File: config.mk
export PLATFORM = sky130hd
export DESIGN_NAME = ts_gen
export DESIGN_NICKNAME = d
export VERILOG_FILES = /design/src/rtl/ts_gen.sv
export SDC_FILE = /design/constraint.sdc
export NUM_CORES = 1
export LEC_CHECK = 0
export CAP_MARGIN = 5
export CORE_AREA = 4 4 142 144
export CTS_CLUSTER_DIAMETER = 60
export CTS_CLUSTER_SIZE = 10
export DETAILED_ROUTE_END_ITERATION = 16
export DIE_AREA = 0 0 146 148
export GPL_TIMING_DRIVEN = 1
export HOLD_SLACK_MARGIN = 0.12
export PLACE_DENSITY = 0.51
export SLEW_MARGIN = 20
export SYNTH_ARGS = -nofsm -noshare
export SYNTH_HDL_FRONTEND = slang
export SYNTH_SLANG_ARGS = --single-unit
File: constraint.sdc
create_clock -name clk -period 2.22 [get_ports clk]
set_clock_uncertainty 0.2 [all_clocks]
set_input_delay 0.444 -clock clk [delete_from_list [all_inputs] [get_ports clk]]
set_output_delay 0.444 -clock clk [all_outputs]
set_load 0.02 [all_outputs]
File: src/rtl/ts_gen.sv
// Training-sequence (TS1/TS2) ordered-set generator: latches TS fields on ts_update
// and issues paced ts_valid strobes, stalling on downstream FIFO backpressure.
module ts_gen #(
   parameter logic [7:0]  COM_SYM  = 8'hBC,
   parameter logic [7:0]  TS1_ID   = 8'h4A,
   parameter logic [7:0]  TS2_ID   = 8'h45,
   parameter int unsigned GEN1_GAP = 64,
   parameter int unsigned GEN2_GAP = 32
) (
   input  logic         clk,
   input  logic         rst,
   input  logic [7:0]   ts_info,
   input  logic         ts_update,
   input  logic         ts_stop,
   input  logic         speed,
   input  logic         ts_type,
   input  logic [7:0]   link_num,
   input  logic [7:0]   lane_num,
   input  logic [7:0]   n_fts,
   input  logic [7:0]   train_ctrl,
   input  logic [7:0]   ts_target,
   input  logic         ts_tx_fifo_full,
   output logic         ts_valid,
   output logic [127:0] ts,
   output logic [7:0]   ts_sent_cnt,
   output logic         ts_sent_enough,
   output logic [7:0]   ts_state
);

   localparam logic [1:0] IDLE  = 2'd0;
   localparam logic [1:0] ISSUE = 2'd1;
   localparam logic [1:0] GAP   = 2'd2;
   localparam logic [1:0] STALL = 2'd3;

   localparam int unsigned GW = 16;

   logic [1:0]    state_q, state_d;
   logic [GW-1:0] gap_q, gap_d;
   logic [127:0]  ts_q, ts_d;
   logic [7:0]    cnt_q, cnt_d;
   logic [7:0]    target_q, target_d;
   logic [7:0]    info_q, info_d;
   logic          loaded_q, loaded_d;

   function automatic logic [7:0] rate_id(input logic spd);
      return spd ? 8'h06 : 8'h02;
   endfunction

   always_comb begin
      state_d  = state_q;
      gap_d    = gap_q;
      ts_d     = ts_q;
      cnt_d    = cnt_q;
      target_d = target_q;
      info_d   = info_q;
      loaded_d = loaded_q;
      ts_valid = (state_q == ISSUE) && !ts_tx_fifo_full;

      case (state_q)
         ISSUE: begin
            if (ts_tx_fifo_full) begin
               state_d = STALL;
            end else begin
               state_d = GAP;
               gap_d   = speed ? GW'(GEN2_GAP - 2) : GW'(GEN1_GAP - 2);
            end
         end
         GAP: begin
            // Rate symbol is refreshed only on the gap->issue transition, so a stall
            // replays exactly the content that was about to go out.
            if (gap_q == '0) begin
               state_d      = ISSUE;
               ts_d[39:32]  = rate_id(speed);
            end else begin
               gap_d = gap_q - 1'b1;
            end
         end
         STALL: begin
            if (!ts_tx_fifo_full) state_d = ISSUE;
         end
         default: ;
      endcase

      if (ts_valid && (cnt_q != 8'hFF)) cnt_d = cnt_q + 8'd1;

      // Stop dominates update; an update's count clear overrides a same-cycle increment.
      if (ts_stop) begin
         state_d = IDLE;
      end else if (ts_update) begin
         state_d       = ISSUE;
         gap_d         = '0;
         cnt_d         = '0;
         loaded_d      = 1'b1;
         target_d      = ts_target;
         info_d        = ts_info;
         ts_d[7:0]     = COM_SYM;
         ts_d[15:8]    = link_num;
         ts_d[23:16]   = lane_num;
         ts_d[31:24]   = n_fts;
         ts_d[39:32]   = rate_id(speed);
         ts_d[47:40]   = train_ctrl;
         for (int unsigned k = 6; k < 16; k++) begin
            ts_d[8*k +: 8] = ts_type ? TS2_ID : TS1_ID;
         end
      end
   end

   always_ff @(posedge clk or negedge rst) begin
      if (!rst) begin
         state_q  <= IDLE;
         gap_q    <= '0;
         ts_q     <= '0;
         cnt_q    <= '0;
         target_q <= '0;
         info_q   <= '0;
         loaded_q <= 1'b0;
      end else begin
         state_q  <= state_d;
         gap_q    <= gap_d;
         ts_q     <= ts_d;
         cnt_q    <= cnt_d;
         target_q <= target_d;
         info_q   <= info_d;
         loaded_q <= loaded_d;
      end
   end

   assign ts             = ts_q;
   assign ts_sent_cnt    = cnt_q;
   assign ts_sent_enough = loaded_q && (cnt_q >= target_q);
   assign ts_state       = info_q;

endmodule

==> results.json <==
{
  "synth_top_family_by_area": "simple AND/OR/NAND/NOR gates",
  "ioPinCount": 201,
  "cts.clk_slew.worst_paths_ns": 0.06,
  "grt_pass1_wl_um": 20700,
  "gr-usage-met2_pct": 20.3,
  "startpoint_type": "register",
  "grt.met1_usage_pct": 13.9,
  "min_period_ns": 2.50,
  "place.gp.congestion": 0.831,
  "clock-sinks": 85,
  "gr-total-overflow": 0,
  "gr-usage-met3_pct": 4.26,
  "critPathCaptureType": "output pin",
  "globalRouteTotalUtil_pct": 11.7,
  "setup_violations": 1,
  "synth_warnings": 0,
  "drt-wirelength-per-cell_um": 14.1,
  "syn2layout_area_growth_pct": 45.1,
  "synth-edff-count": 0,
  "row_count": 50,
  "synth-xor-area-share_pct": 0.374,
  "antenna_left": 0,
  "p_leak_nw": 3.30,
  "fin_util_pct": 36.3,
  "ctsHtreeMaxLevel": 3,
  "hold_path_depth": 2,
  "drt_first_pass_iters": 4,
  "clock_latency_ns": 0.34,
  "die-area_um2": 21600,
  "vias": 4026,
  "initial_utilization_pct": 25.0,
  "clock_path_buffers": 2,
  "grt_start_max_net_pins": 86,
  "ys_ff_latch": 85,
  "final_hold_viol_count": 0,
  "io_buffers": 167,
  "min_path_type": "reg -> reg",
  "holdPathEnd": "ts[43]",
  "die_y_um": 148,
  "holdCritStartpoint": "ts[43]",
  "crit_family": "compound AO/OA/AOI/OAI gates",
  "synth_mux_area_share_pct": 1.36,
  "first_global_vias": 3947,
  "rr_startpoint": "gap_q[0]",
  "critPathBufInv": 2,
  "first_iter_violations": 191,
  "r2r_end": "gap_q[9]",
  "finalSetupTns_ns": -0.282,
  "dp_hpwl_um": 9620,
  "cpMaxStageDelayCell": "dfrtp_1",
  "rsz0062_at_grt": "yes",
  "syn-cell-area_um2": 4680,
  "grt.busiest_layer": "met2",
  "cp.depth": 7,
  "ys_seq_area_share_pct": 45.4,
  "critPathRequiredTime_ns": 1.58,
  "r2r_setup_slack_ns": 0.12,
  "maxCapViolations": 0,
  "max_freq_mhz": 400,
  "vias_per_cell": 4.38,
  "drc": 0,
  "worstRegToRegCells": 7,
  "synth_compound_area_share_pct": 9.78,
  "synth.avg_cell_area_um2": 8.97,
  "violations": "negative setup slack",
  "synth_simple_gate_area_share_pct": 22.8,
  "cts_tree": "done",
  "yosys_most_used_dff": "dfrtp_1",
  "outcome": "finished with violations",
  "nNetsFinal": 751,
  "power_mw": 5.66,
  "core-area_um2": 18700,
  "root_buffer": "clkbuf_16",
  "fin_ws_ns": -0.282,
  "die_w_um": 146,
  "synth_fa_ha_area_share_pct": 3.74,
  "layout-drive-gt1-share_pct": 14.1,
  "peakVddDrop_v": 0.000472,
  "antenna_found_initial": 0,
  "crit_fanout": 2,
  "synth_cell_type_count": 60,
  "async_reset_ff_share_pct": 100,
  "antennaDiodeCount": 0,
  "pwr_density_cell_nw_per_um2": 833,
  "fin_crit_sh_pct": 113,
  "cts_buffers": 9,
  "path_class": "reg -> out",
  "cp.arrival_ns": 1.86,
  "drv_slew": 0,
  "syn_inst": 522,
  "postRouteWirelength_um": 13000,
  "cpPeakStageDelay_ns": 0.37,
  "worstPathCellList": "inv_2 -> ha_4 -> a21o_1 -> a2111oi_2 -> o21ai_1 -> and3_4 -> buf_6"
}
how the worst max path moves through the flow:
| stage | startpoint | slack [ns] | endpoint |
|---|---|---|---|
| 2_1_floorplan | ts_sent_cnt[4] | 0.06 | ts_sent_enough |
| 3_3_place_gp | target_q[4] | -0.41 | ts_sent_enough |
| 3_5_place_dp | target_q[4] | -0.43 | ts_sent_enough |
| 4_1_cts | target_q[4] | -0.35 | ts_sent_enough |
| 5_1_grt | target_q[4] | -0.36 | ts_sent_enough |
| 6_report | target_q[4] | -0.28 | ts_sent_enough |
layout make-up:
type | instances | area [um2]
repair buffers | 219 | 2080
well taps | 234 | 293
flip-flops and latches | 85 | 2130
multi-input cells | 352 | 1950
clock buffers | 10 | 229
fillers | 1878 | 11900
inverters | 15 | 56.3
clock inverters | 5 | 52.6
cells by family (layout without fill, tap and decap cells):
group | count (synthesis) | count (layout)
XOR/XNOR | 2 | 2
buffers and inverters | 117 | 249
flip-flops | 85 | 85
adder cells (fa/ha/maj) | 14 | 14
AO/OA/AOI/OAI | 67 | 67
AND/OR/NAND/NOR | 230 | 230
multiplexers | 6 | 6
other | 1 | 33
per-stage QoR:
step	instance area, um2	std cells	setup slack, ns	hold slack [ns]
after floorplan	4820	554	0.0553	-0.0516
after global placement	6420	897	-0.414	0.250
after detailed placement	6420	897	-0.433	0.258
after CTS	6710	914	-0.349	0.274
after global routing	6790	920	-0.356	0.290
final	6790	920	-0.282	0.271
what timing repair did:
action	CTS	global route
resized for setup	30	18
hold buffers	1	0
endpoints found under the hold margin	85	0
pin swaps	4	4
setup buffers	1	6
setup endpoints to repair	31	25
synthesized netlist by cell type, types with 2 or more instances:
cell | number | area share (%)
nand2_1 | 149 | 12
buf_4 | 86 | 14
dfrtp_1 | 85 | 45
o21ai_0 | 19 | 2.0
nor2_1 | 17 | 1.4
inv_1 | 15 | 1.2
ha_1 | 14 | 3.7
a31oi_1 | 11 | 1.5
clkbuf_1 | 11 | 0.88
a21oi_1 | 8 | 0.85
nand2b_1 | 8 | 1.1
nand3_1 | 8 | 0.85
and2_1 | 7 | 0.94
nand4_1 | 7 | 0.94
nor3_1 | 5 | 0.53
nor4_1 | 5 | 0.67
or2_2 | 5 | 0.67
o211ai_1 | 4 | 0.64
buf_1 | 3 | 0.24
mux2_2 | 3 | 0.72
mux2i_1 | 3 | 0.64
or3_1 | 3 | 0.40
a211oi_1 | 2 | 0.32
a21boi_0 | 2 | 0.32
a21o_1 | 2 | 0.32
nand4b_1 | 2 | 0.37
nor2b_1 | 2 | 0.27
nor3b_1 | 2 | 0.32
o311ai_0 | 2 | 0.37
or4_4 | 2 | 0.48
registers in the layout (all words and copies together) (netlist names):
signal,cells
target_q,8
ts,43
ts_state,8
gap_q,16
ts_sent_cnt,8
state_q,2
worst min-delay path: cells and delay by family (launching register included):
kind / cells / cell delay [ns]
DFF: 1 / 0.34
and+or+nand+nor: 2 / 0.10
report_power, final:
group | switching (mW) | internal (mW) | total, mW | leakage [nW]
Combinational | 1.22 | 1.09 | 2.31 | 2.08
Sequential | 0.140 | 1.73 | 1.87 | 1.08
Clock | 0.619 | 0.860 | 1.48 | 0.138
Total | 1.98 | 3.68 | 5.66 | 3.30
routing by layer:
metal	part of all wire, %	vias to the layer above
met2	49	171
met5	0	-
met4	0.82	0
li1	-	1949
met3	7.9	12
met1	42	1894
cell usage in the layout (no fill, tap or decap), drive strengths merged, types with 14 or more instances in the layout:
cell           instances
buf                   53
clkdlybuf4s50        132
conb                  33
dfrtp                 85
dlygate4sd2           17
dlymetal6s2s          15
ha                    14
inv                   15
nand2                149
nor2                  17
o21ai                 20
(Power assumes the default switching activity.)
